$ cat config.mk
export PLATFORM = sky130hd
export DESIGN_NAME = dividend_reconstructor
export DESIGN_NICKNAME = d
export VERILOG_FILES = /design/src/rtl/divider_pkg.sv /design/src/rtl/dividend_reconstructor_recon_adder.sv /design/src/rtl/dividend_reconstructor.sv
export SDC_FILE = /design/constraint.sdc
export NUM_CORES = 1
export LEC_CHECK = 0
export ABC_AREA = 0
export CORE_UTILIZATION = 50
export DETAILED_ROUTE_END_ITERATION = 10
export PLACE_DENSITY_LB_ADDON = 0.05
export SYNTH_ARGS = -nofsm -noshare
export SYNTH_HDL_FRONTEND = slang
export SYNTH_SLANG_ARGS = --single-unit
$ cat constraint.sdc
create_clock -name clk -period 4.1 [get_ports clk]
set_input_delay 0.41 -clock clk [delete_from_list [all_inputs] [get_ports clk]]
set_output_delay 0.41 -clock clk [all_outputs]
set_load 0.005 [all_outputs]
$ cat src/rtl/divider_pkg.sv
// rtl/divider_pkg.sv - shared types and constants for the divider datapath blocks
// Contents: state_t (IDLE, MUL, DONE), DIV_WIDTH default operand width, clog2 counter-width helper.
package divider_pkg;

    localparam int DIV_WIDTH = 4;

    typedef enum logic [1:0] {
        IDLE = 2'd0,
        MUL  = 2'd1,
        DONE = 2'd2
    } state_t;

    // Bits needed to hold values 0 .. value-1; never returns less than 1.
    function automatic int clog2(input int value);
        int bits;
        int v;
        bits = 0;
        v    = value - 1;
        while (v > 0) begin
            bits = bits + 1;
            v    = v >> 1;
        end
        return (bits < 1) ? 1 : bits;
    endfunction

endpackage

$ cat src/rtl/dividend_reconstructor_recon_adder.sv
// rtl/dividend_reconstructor_recon_adder.sv - ripple-carry adder built from full-adder cells, carry-in 0
// Ports: a, b (N-bit addends), sum (N-bit result, carry-out discarded; modulo 2^N).
module recon_adder #(
    parameter int N = 8
) (
    input  logic [N-1:0] a,
    input  logic [N-1:0] b,
    output logic [N-1:0] sum
);

    logic [N-1:0] carry;

    assign carry[0] = 1'b0;

    for (genvar i = 0; i < N; i++) begin : g_fa
        assign sum[i] = a[i] ^ b[i] ^ carry[i];
        // The carry out of the top cell is dropped: arithmetic is modulo 2^N.
        if (i < N - 1) begin : g_carry
            assign carry[i+1] = (a[i] & b[i]) | (carry[i] & (a[i] ^ b[i]));
        end
    end

endmodule

$ cat src/rtl/dividend_reconstructor.sv
// rtl/dividend_reconstructor.sv - shift-and-add reconstruction D = Q*M + R (inverse of the divider)
// Ports: clk, rst_n (sync, active low); in_valid/in_ready with Q, M, R operands;
//        out_valid/out_ready with D (2*WIDTH bits).
// Optional macro RECON_CHECK_EN adds input expected and output mismatch (D != expected while out_valid).
module dividend_reconstructor
    import divider_pkg::*;
#(
    parameter int WIDTH = DIV_WIDTH
) (
    input  logic                 clk,
    input  logic                 rst_n,
    input  logic                 in_valid,
    output logic                 in_ready,
    input  logic [WIDTH-1:0]     Q,
    input  logic [WIDTH-1:0]     M,
    input  logic [WIDTH-1:0]     R,
`ifdef RECON_CHECK_EN
    input  logic [2*WIDTH-1:0]   expected,
    output logic                 mismatch,
`endif
    output logic                 out_valid,
    input  logic                 out_ready,
    output logic [2*WIDTH-1:0]   D
);

    localparam int DW = 2 * WIDTH;
    localparam int CW = clog2(WIDTH + 1);

    state_t          state_q,   state_d;
    logic [DW-1:0]   mcand_q,   mcand_d;
    logic [WIDTH-1:0] q_shift_q, q_shift_d;
    logic [DW-1:0]   acc_q,     acc_d;
    logic [CW-1:0]   cnt_q,     cnt_d;
`ifdef RECON_CHECK_EN
    logic [DW-1:0]   exp_q,     exp_d;
    logic            mismatch_q, mismatch_d;
`endif

    logic [DW-1:0]   add_b;
    logic [DW-1:0]   sum;

    // Partial product for this iteration: the shifted multiplicand or nothing.
    assign add_b = q_shift_q[0] ? mcand_q : '0;

    recon_adder #(
        .N (DW)
    ) u_adder (
        .a   (acc_q),
        .b   (add_b),
        .sum (sum)
    );

    always_comb begin
        state_d   = state_q;
        mcand_d   = mcand_q;
        q_shift_d = q_shift_q;
        acc_d     = acc_q;
        cnt_d     = cnt_q;
`ifdef RECON_CHECK_EN
        exp_d      = exp_q;
        mismatch_d = mismatch_q;
`endif
        unique case (state_q)
            IDLE: begin
                if (in_valid) begin
                    mcand_d   = {{WIDTH{1'b0}}, M};
                    q_shift_d = Q;
                    // Seeding the accumulator with R folds the "+ R" into the multiply.
                    acc_d     = {{WIDTH{1'b0}}, R};
                    cnt_d     = '0;
`ifdef RECON_CHECK_EN
                    exp_d     = expected;
`endif
                    state_d   = MUL;
                end
            end
            MUL: begin
                acc_d     = sum;
                mcand_d   = mcand_q << 1;
                q_shift_d = q_shift_q >> 1;
                cnt_d     = cnt_q + CW'(1);
                if (cnt_q == CW'(WIDTH - 1)) begin
                    state_d = DONE;
`ifdef RECON_CHECK_EN
                    // Compare against the final accumulator value being written this edge.
                    mismatch_d = (sum != exp_q);
`endif
                end
            end
            DONE: begin
                if (out_ready) begin
                    state_d = IDLE;
`ifdef RECON_CHECK_EN
                    mismatch_d = 1'b0;
`endif
                end
            end
            default: begin
                state_d = IDLE;
            end
        endcase
    end

    always_ff @(posedge clk) begin
        if (!rst_n) begin
            state_q   <= IDLE;
            mcand_q   <= '0;
            q_shift_q <= '0;
            acc_q     <= '0;
            cnt_q     <= '0;
`ifdef RECON_CHECK_EN
            exp_q      <= '0;
            mismatch_q <= 1'b0;
`endif
        end else begin
            state_q   <= state_d;
            mcand_q   <= mcand_d;
            q_shift_q <= q_shift_d;
            acc_q     <= acc_d;
            cnt_q     <= cnt_d;
`ifdef RECON_CHECK_EN
            exp_q      <= exp_d;
            mismatch_q <= mismatch_d;
`endif
        end
    end

    // All outputs come straight from registers.
    assign in_ready  = (state_q == IDLE);
    assign out_valid = (state_q == DONE);
    assign D         = acc_q;
`ifdef RECON_CHECK_EN
    assign mismatch  = mismatch_q;
`endif

endmodule

Yosys cells after proc, flatten, opt, wreduce, memory -nomap -nowiden
Index checks and enable logic that the tools add are counted.
Storage, ports and cells
  register bits: 25
  input port bits: 16
  logic and storage cells: 63
Cells by class
  add/sub/neg operators: 1
  multiplexer cells: 13
  equal/unequal tests: 6
  bitwise operators: 34
  reduce and logical (&&, ||, !) cells: 4
Operators with widths (number)
  $pmux W8 S2: 2
  $mux W8: 3
  $xor A1 B1 Y1: 15
  $and A1 B1 Y1: 13
  $pmux W4 S2: 1
  $mux W2: 3
  $or A1 B1 Y1: 6
  $pmux W2 S3: 1
  $pmux W3 S2: 1
  $mux W4: 1
  $ne A2 B2 Y1 const B: 2
  $add A3 B1 Y3 const B: 1
  $eq A3 B2 Y1 const B: 1
  $mux W3: 1
  $reduce_and A3 Y1: 1
  $eq A2 B1 Y1 const B: 1
  $eq A2 B2 Y1 const B: 1
  $logic_not A2 Y1: 1
  $ne A2 B1 Y1 const B: 1
  $reduce_and A2 Y1: 1
  $reduce_bool A2 Y1: 1

Depth between registers and ports, before layout
Gate-level depths: netlist (run 1).
  depth in word-level cells: 16
  depth in mapped cells: 15
  mapped depth without buffers: 14

Cells and area by module
A second synthesis (run 1) with hierarchy kept.
Unflattened totals
  cell total of the unflattened synthesis: 125
  area, all modules: 1405.1 um2
Modules (own cells, without submodules)
  dividend_reconstructor: area an instance 1229.9 um2, cells each 112, times used 1
  recon_adder: area an instance 175.2 um2, cells each 13, times used 1

Least setup slack after synthesis (run 1)
Ideal clock, no wire load.
  path type: register -> register
  from: register q_shift_q[0]
  to: register acc_q[7] (netlist: D[7])
  period minus slack after synthesis: 3.606 ns
  stages on the path, launching flop included: 16
  arrival time: 3.530 ns
  required time: 4.024 ns
  path buffers: 1
  setup time: 0.076 ns
  setup slack: 0.494 ns
  path through: dfxtp_1 buf_2 and2_1 ha_1 inv_1 fa_1 fa_1 inv_1 fa_1 inv_1 fa_1 fa_1 fa_1 a21boi_0 or4_1 a31oi_1
On the way
  word-level cells in the longest chain between the ends: 16
  elaborated cells between the ends (all ways): 29
RTL lines
  from (decl): RTL line dividend_reconstructor.sv:31  | logic [WIDTH-1:0] q_shift_q, q_shift_d;
  from (signal assigned): RTL line dividend_reconstructor.sv:118  | q_shift_q <= q_shift_d;
  $mux W8 (*): RTL line dividend_reconstructor.sv:43  | assign add_b = q_shift_q[0] ? mcand_q : '0;
  $and A1 B1 Y1 or $xor A1 B1 Y1 (tied branches): RTL line dividend_reconstructor_recon_adder.sv:19  | assign carry[i+1] = (a[i] & b[i]) | (carry[i] & (a[i] ^ b[i]));
  $and A1 B1 Y1: RTL line dividend_reconstructor_recon_adder.sv:19
  $or A1 B1 Y1: RTL line dividend_reconstructor_recon_adder.sv:19
  $and A1 B1 Y1: RTL line dividend_reconstructor_recon_adder.sv:19
  $or A1 B1 Y1: RTL line dividend_reconstructor_recon_adder.sv:19
  $and A1 B1 Y1: RTL line dividend_reconstructor_recon_adder.sv:19
  $or A1 B1 Y1: RTL line dividend_reconstructor_recon_adder.sv:19
  $and A1 B1 Y1: RTL line dividend_reconstructor_recon_adder.sv:19
  $or A1 B1 Y1: RTL line dividend_reconstructor_recon_adder.sv:19
  $and A1 B1 Y1: RTL line dividend_reconstructor_recon_adder.sv:19
  $or A1 B1 Y1: RTL line dividend_reconstructor_recon_adder.sv:19
  $and A1 B1 Y1: RTL line dividend_reconstructor_recon_adder.sv:19
  $or A1 B1 Y1: RTL line dividend_reconstructor_recon_adder.sv:19
  $xor A1 B1 Y1 (*): RTL line dividend_reconstructor_recon_adder.sv:16  | assign sum[i] = a[i] ^ b[i] ^ carry[i];
  $pmux W8 S2 (*): RTL line dividend_reconstructor.sv:63  | unique case (state_q)
  to (signal assigned): RTL line dividend_reconstructor.sv:109  | acc_q <= '0;
  to (signal assigned): RTL line dividend_reconstructor.sv:119  | acc_q <= acc_d;
  to (decl): RTL line dividend_reconstructor.sv:32  | logic [DW-1:0] acc_q, acc_d;
Mark *: on every way between the ends. The rest lies on a longest branch, timed or not.
A chain may end at the register's enable or synchronous reset.

Worst setup path in the final report (run 1)
Same ends and word-level chain as after synthesis.

==> impl_metrics.toml, run 1 <==
[routing]
wl_met2_microns = 1309
routed_via_density = 5.668
wl_met1_microns = 1241
vias = 1077
ant_nets = 0
wire_per_inst_microns = 14.12
route.met3.wl_microns = 102
top_layer_used = "met4"
routed_wl_microns = 2683
route.detailed.drc = 0
first_iter_violations = 27
drt-pass1-iter-count = 4

[clock_network]
clockRootBuffer = "clkbuf_4"
path_clk_slew_ns = 0.14
holdBufCountCts = 0
cts_buffers = 3
cts.path.max_buffers = 2
htree_levels = 1
clock_latency_ns = 0.32
cts.sinks = 25
cts_tree = "yes"

[pwr]
powerDensity_nw_per_um2 = 293.4
worst_ir_drop_vdd_mv = 0.2514
p_leak_nw = 0.5717

[sta]
rsz0062_at_grt = "false"
finalMaxSlewViolations = 0
tightest_slew_ns = 0.9336
hold_violations = 0
period_share = 0.9164
max_freq_mhz = 266.2
whs_ns = 0.5034
slew_headroom = 0.3763
fin_crit_ns = 3.757
setup_tns_ns = 0
setup_violations = 0
clock_skew_ns = 0.005091

[setup_path]
slowest_stage = "or4_1"
path_max_fanout = 10
reg2regPathDepth = 14
worstReg2RegStart = "q_shift_q[0]$_SDFFE_PN0P_"
critPathLaunchType = "flip-flop"
critPathCaptureType = "flip-flop"
criticalPathCategory = "flip-flop to flip-flop"
slowest_delay_ns = 0.49
cp_data_arrival_time_ns = 4.01
cp_cell_sequence = "and2_1 -> ha_1 -> inv_1 -> fa_1 -> fa_1 -> inv_1 -> fa_1 -> inv_1 -> fa_1 -> fa_1 -> fa_1 -> a21boi_0 -> or4_1 -> a31oi_1"
rrSetupSlack_ns = 0.34
r2r_end = "D[7]$_SDFFE_PN0P_"
cp_top_family = "adder cells"
cp_data_required_time_ns = 4.35
timing.critical_path.buf_inv = 3
path_common_cell = "fa_1"

[synth]
avgSynthCellArea_sq_um = 9.282
synth-edff-count = 0
async_reset_ff_frac = 0
synth.top_cells.by_area = "dfxtp_1 38%, fa_1 9.2%, o221a_2 7.7%, nor2_1 5.7%, a22oi_1 4.0%"
ys.flop_type = "dfxtp_1"
yosys_register_bits = 25
synth_top_area_frac = 0.3824
syn_area_sq_um = 1309
synth-seq-area-share = 0.3824
synth_warnings = 0
synthesis.nets = 166
synth_top_area_cell = "dfxtp_1"
syn-instance-count = 141
synth.distinct_cells = 31

[floorplanning]
initial_core_util = 0.5283
dieHeight_microns = 53.16
core.rowCount = 18
die_w_microns = 53.16
ios = 26
dieArea_sq_um = 2826
core-area_sq_um = 2477

[min_path]
hold_end = "cnt_q[2]$_SDFFE_PN0P_"
min_path_type = "flip-flop to flip-flop"
hold_depth = 2
hp-start = "cnt_q[2]$_SDFFE_PN0P_"

[placement]
gp_congestion = 0.7489
port_buffers = 25
hpwl_microns = 1891

[global_route]
gr-total-overflow = 0
grt_max_degree = 28
antenna_found_initial = 0
grt_use_total = 0.2131
grt_first_pass_wirelength_microns = 4326
grt_pass1_vias = 990

[finish]
area_delta_synth_final_pct = 20.17
final-seq-area_sq_um = 501.7
multi_input_area_sq_um = 704.4
antenna_cells = 0
nets = 186
drive_above_1_share = 0.09375
post-route-util = 0.6348
num-fill-cells = 217

[run_status]
status = "finished, final reports clean"

[job]
max_cap_violations = 0
==> report_power, final <==
part	internal, W	switching (W)
registers	0.000256	0.0000162
clock network	0.0000372	0.0000739
logic	0.0000451	0.0000332
==> layout make-up <==
class                           count  share of cell area
Multi-Input combinational cell     93              0.4479
Sequential cell                    25              0.3190
Timing Repair Buffer               25              0.1591
Inverter                           13             0.03103
Tap cell                           30             0.02387
Clock buffer                        3             0.01432
Clock inverter                      1            0.004773
==> synth_stat cells, drive strengths merged (3+ instances only) <==
cell	number
a22oi	7
nor2b	7
o221a	10
dfxtp	25
and2	6
ha	3
o2bb2ai	4
nand2	7
clkbuf	3
inv	12
buf	7
nor2	20
a21oi	8
fa	6
==> per-stage QoR <==
| step | std cells | total power (W) | area [sq um] | worst slack [ns] |
|---|---|---|---|---|
| after floorplan | 141 | 0.0003207 | 1309 | 0.4939 |
| after global placement | 186 | 0.0003536 | 1541 | 0.3916 |
| after detailed placement | 186 | 0.0003556 | 1541 | 0.2505 |
| after CTS | 190 | 0.0004662 | 1572 | 0.2148 |
| after global routing | 190 | 0.0004885 | 1573 | 0.07682 |
| final | 190 | 0.0004615 | 1573 | 0.3428 |
==> worst register-to-register path, delay by kind of cell (launching register included) <==
family,cells,cell delay (ns)
adders and majority gates,7,2.14
DFF,1,0.45
buffers and inverters,3,0.17
and+or+nand+nor,2,0.64
AOI/OAI and AO/OA,2,0.28
==> flip-flops by register name, summed over array words and instances (netlist names) <==
| name | flops |
|---|---|
| D | 8 |
| state_q | 2 |
| cnt_q | 3 |
| mcand_q | 8 |
| q_shift_q | 4 |
==> how the worst max path moves through the flow <==
stage                                   start  cells past startpoint           endpoint  slack [ns]
detailed placement  q_shift_q[0]$_SDFFE_PN0P_                     14  D[7]$_SDFFE_PN0P_        0.25
finish              q_shift_q[0]$_SDFFE_PN0P_                     14  D[7]$_SDFFE_PN0P_        0.34
floorplan           q_shift_q[0]$_SDFFE_PN0P_                     15  D[7]$_SDFFE_PN0P_        0.49
CTS                 q_shift_q[0]$_SDFFE_PN0P_                     14  D[7]$_SDFFE_PN0P_        0.21
global placement    q_shift_q[0]$_SDFFE_PN0P_                     14  D[7]$_SDFFE_PN0P_        0.39
global route        q_shift_q[0]$_SDFFE_PN0P_                     14  D[7]$_SDFFE_PN0P_        0.08
==> routing by layer <==
layer	vias to the layer above	track usage
met3	5	0.04310
met4	0	0.06579
met1	525	0.2714
li1	527	-
met5	-	0
met2	20	0.3586
==> cell families (layout without fill, tap and decap cells) <==
kind of cell | after synthesis | after routing | synth area share
compound gates | 36 | 36 | 0.2256
fa+ha+maj | 9 | 9 | 0.1205
buf+inv | 23 | 42 | 0.07934
flops | 25 | 25 | 0.3824
mux | 1 | 1 | 0.007648
simple gates | 47 | 47 | 0.1845
==> placed cells by master, fill, tap and decap left out, drive strengths merged <==
cell type	count
a21boi	1
o221a	10
a22oi	7
and2b	1
nor3b	2
clkinvlp	1
fa	6
a2bb2oi	1
nor2	20
nand2	7
and2	6
and3	1
a21oi	8
ha	3
o211ai	1
clkbuf	3
a32oi	2
or4	1
clkdlybuf4s50	25
nand2b	1
a31oi	1
and3b	1
mux2i	1
inv	12
o21bai	1
clkinv	1
nor2b	7
o2bb2ai	4
dfxtp	25
==> repair_timing <==
action / in CTS / in global routing
setup endpoints to repair: 0 / 1
hold endpoints to repair: 0 / 0
buffers inserted: 0 / 0
resized for setup: 0 / 1
Power figures use the tool's default switching activity.
==> run 2: changes to the inputs <==
Settings changed: CORE_MARGIN set to 2.
==> impl_metrics.toml, run 2 (synthesized netlist as in run 1, its figures left out) <==
[run_status]
status = "finished, final reports clean"

[pwr]
powerDensity_nw_per_um2 = 291.9
p_leak_nw = 0.5803
worst_ir_drop_vdd_mv = 0.2624

[setup_path]
cp_top_family = "adder cells"
path_common_cell = "fa_1"
slowest_stage = "dfxtp_1"
startpoint = "q_shift_q[0]$_SDFFE_PN0P_"
timing.critical_path.buf_inv = 3
cp.depth = 14
cp-endpoint = "D[7]$_SDFFE_PN0P_"
critPathCaptureType = "flip-flop"
r2r_end = "D[7]$_SDFFE_PN0P_"
critPathLaunchType = "flip-flop"
worstReg2RegStart = "q_shift_q[0]$_SDFFE_PN0P_"
cp_cell_sequence = "and2_1 -> ha_1 -> inv_1 -> fa_1 -> fa_1 -> inv_1 -> fa_1 -> inv_1 -> fa_1 -> fa_1 -> fa_1 -> a21boi_0 -> or4_1 -> a31oi_1"
slowest_delay_ns = 0.51
rrSetupSlack_ns = 0.27
path_max_fanout = 10
cp_data_required_time_ns = 4.35
reg2regPathDepth = 14
criticalPathCategory = "flip-flop to flip-flop"
cp_data_arrival_time_ns = 4.08

[min_path]
min_path_type = "flip-flop to flip-flop"

[floorplanning]
dieArea_sq_um = 3043
die_w_microns = 55.16
dieHeight_microns = 55.16
core.rowCount = 18
ios = 26
initial_core_util = 0.5283
core-area_sq_um = 2477

[clock_network]
clock_latency_ns = 0.31
postCtsSetupRepairBufs = 0
cts_resized = 0
cts.path.max_buffers = 2
path_clk_slew_ns = 0.14
htree_levels = 1
clockRootBuffer = "clkbuf_4"
cts_buffers = 3
cts.sinks = 25
cts_tree = "yes"
holdBufCountCts = 0

[global_route]
gr-total-overflow = 0
grt_first_pass_wirelength_microns = 4519
grt_max_degree = 21
grt_use_total = 0.2084
grt_pass1_vias = 1028
antenna_found_initial = 0

[sta]
slew_headroom = 0.3840
finalMaxSlewViolations = 0
hold_violations = 0
setup_violations = 0
tightest_slew_ns = 0.9221
rsz0062_at_grt = "false"
max_freq_mhz = 261.0
setup_tns_ns = 0
period_share = 0.9345
fin_crit_ns = 3.831
clock_skew_ns = 0.006452

[finish]
layout.cells.non_filler = 191
layout_common_cells = "25 x dfxtp_1, 25 x clkdlybuf4s50_1, 20 x nor2_1, 12 x inv_1, 9 x o221a_2"
drive_above_1_share = 0.09317
area_delta_synth_final_pct = 20.46
nets = 187
antenna_cells = 0

[job]
max_cap_violations = 0

[routing]
route.detailed.drc = 0
ant_nets = 0
routed_via_density = 5.518
drt-pass1-iter-count = 5
vias = 1054
first_iter_violations = 19
wire_per_inst_microns = 13.96
routed_wl_microns = 2667

[placement]
port_buffers = 25
numPlacedInstances = 187
gp_congestion = 0.7091
hpwl_microns = 1893
## run 2: worst min path at each step
stage,from,slack (ns),end,cells past startpoint
final,cnt_q[2]$_SDFFE_PN0P_,0.51,cnt_q[2]$_SDFFE_PN0P_,2
after global routing,q_shift_q[3]$_SDFFE_PN0P_,0.56,q_shift_q[3]$_SDFFE_PN0P_,2
after CTS,cnt_q[2]$_SDFFE_PN0P_,0.52,cnt_q[2]$_SDFFE_PN0P_,2
after detailed placement,cnt_q[2]$_SDFFE_PN0P_,0.49,cnt_q[2]$_SDFFE_PN0P_,2
after global placement,q_shift_q[3]$_SDFFE_PN0P_,0.47,q_shift_q[3]$_SDFFE_PN0P_,2
after floorplan,q_shift_q[3]$_SDFFE_PN0P_,0.45,q_shift_q[3]$_SDFFE_PN0P_,2
## run 2: per-layer routing
layer,share of wire,vias to the layer above,wire [microns],track usage
met5,0,-,0,0
met2,0.48,17,1286,0.3452
met4,0.012,0,33,0.08130
met1,0.47,503,1250,0.2679
li1,-,530,-,-
met3,0.036,4,96,0.04032
## run 2: final cells by class
| type | count | area, sq um |
|---|---|---|
| well taps | 30 | 37.54 |
| clock inverters | 1 | 5.005 |
| multi-input cells | 93 | 704.4 |
| flip-flops and latches | 25 | 500.5 |
| clock buffers | 3 | 22.52 |
| inverters | 13 | 48.80 |
| fillers | 214 | 900.9 |
| repair buffers | 26 | 257.7 |
## run 2: tightest hold or removal path, delay by kind of cell (launching register included)
kind | cells | cell delay (ns)
flops | 1 | 0.36
simple gates | 1 | 0.07
compound gates | 1 | 0.06
## run 2: stage by stage
step / hold WS [ns] / utilization / cell area, sq um / power, W / setup slack (ns)
after global routing: 0.5622 / 0.6364 / 1577 / 0.0004860 / 0.001998
after detailed placement: 0.4883 / 0.6253 / 1549 / 0.0003556 / 0.2809
after floorplan: 0.4538 / - / 1309 / 0.0003207 / 0.4939
final: 0.5111 / 0.6364 / 1577 / 0.0004602 / 0.2686
after CTS: 0.5185 / 0.6364 / 1577 / 0.0004654 / 0.2348
after global placement: 0.4683 / 0.6253 / 1549 / 0.0003545 / 0.3817
## run 2: where the power goes
part	leakage, nW	switching, W	internal, W	total (W)
sequential	0.205	0.0000127	0.000256	0.000269
combinational	0.358	0.0000362	0.0000459	0.0000821
clock	0.0177	0.0000731	0.0000364	0.000110
total	0.580	0.000122	0.000338	0.000460
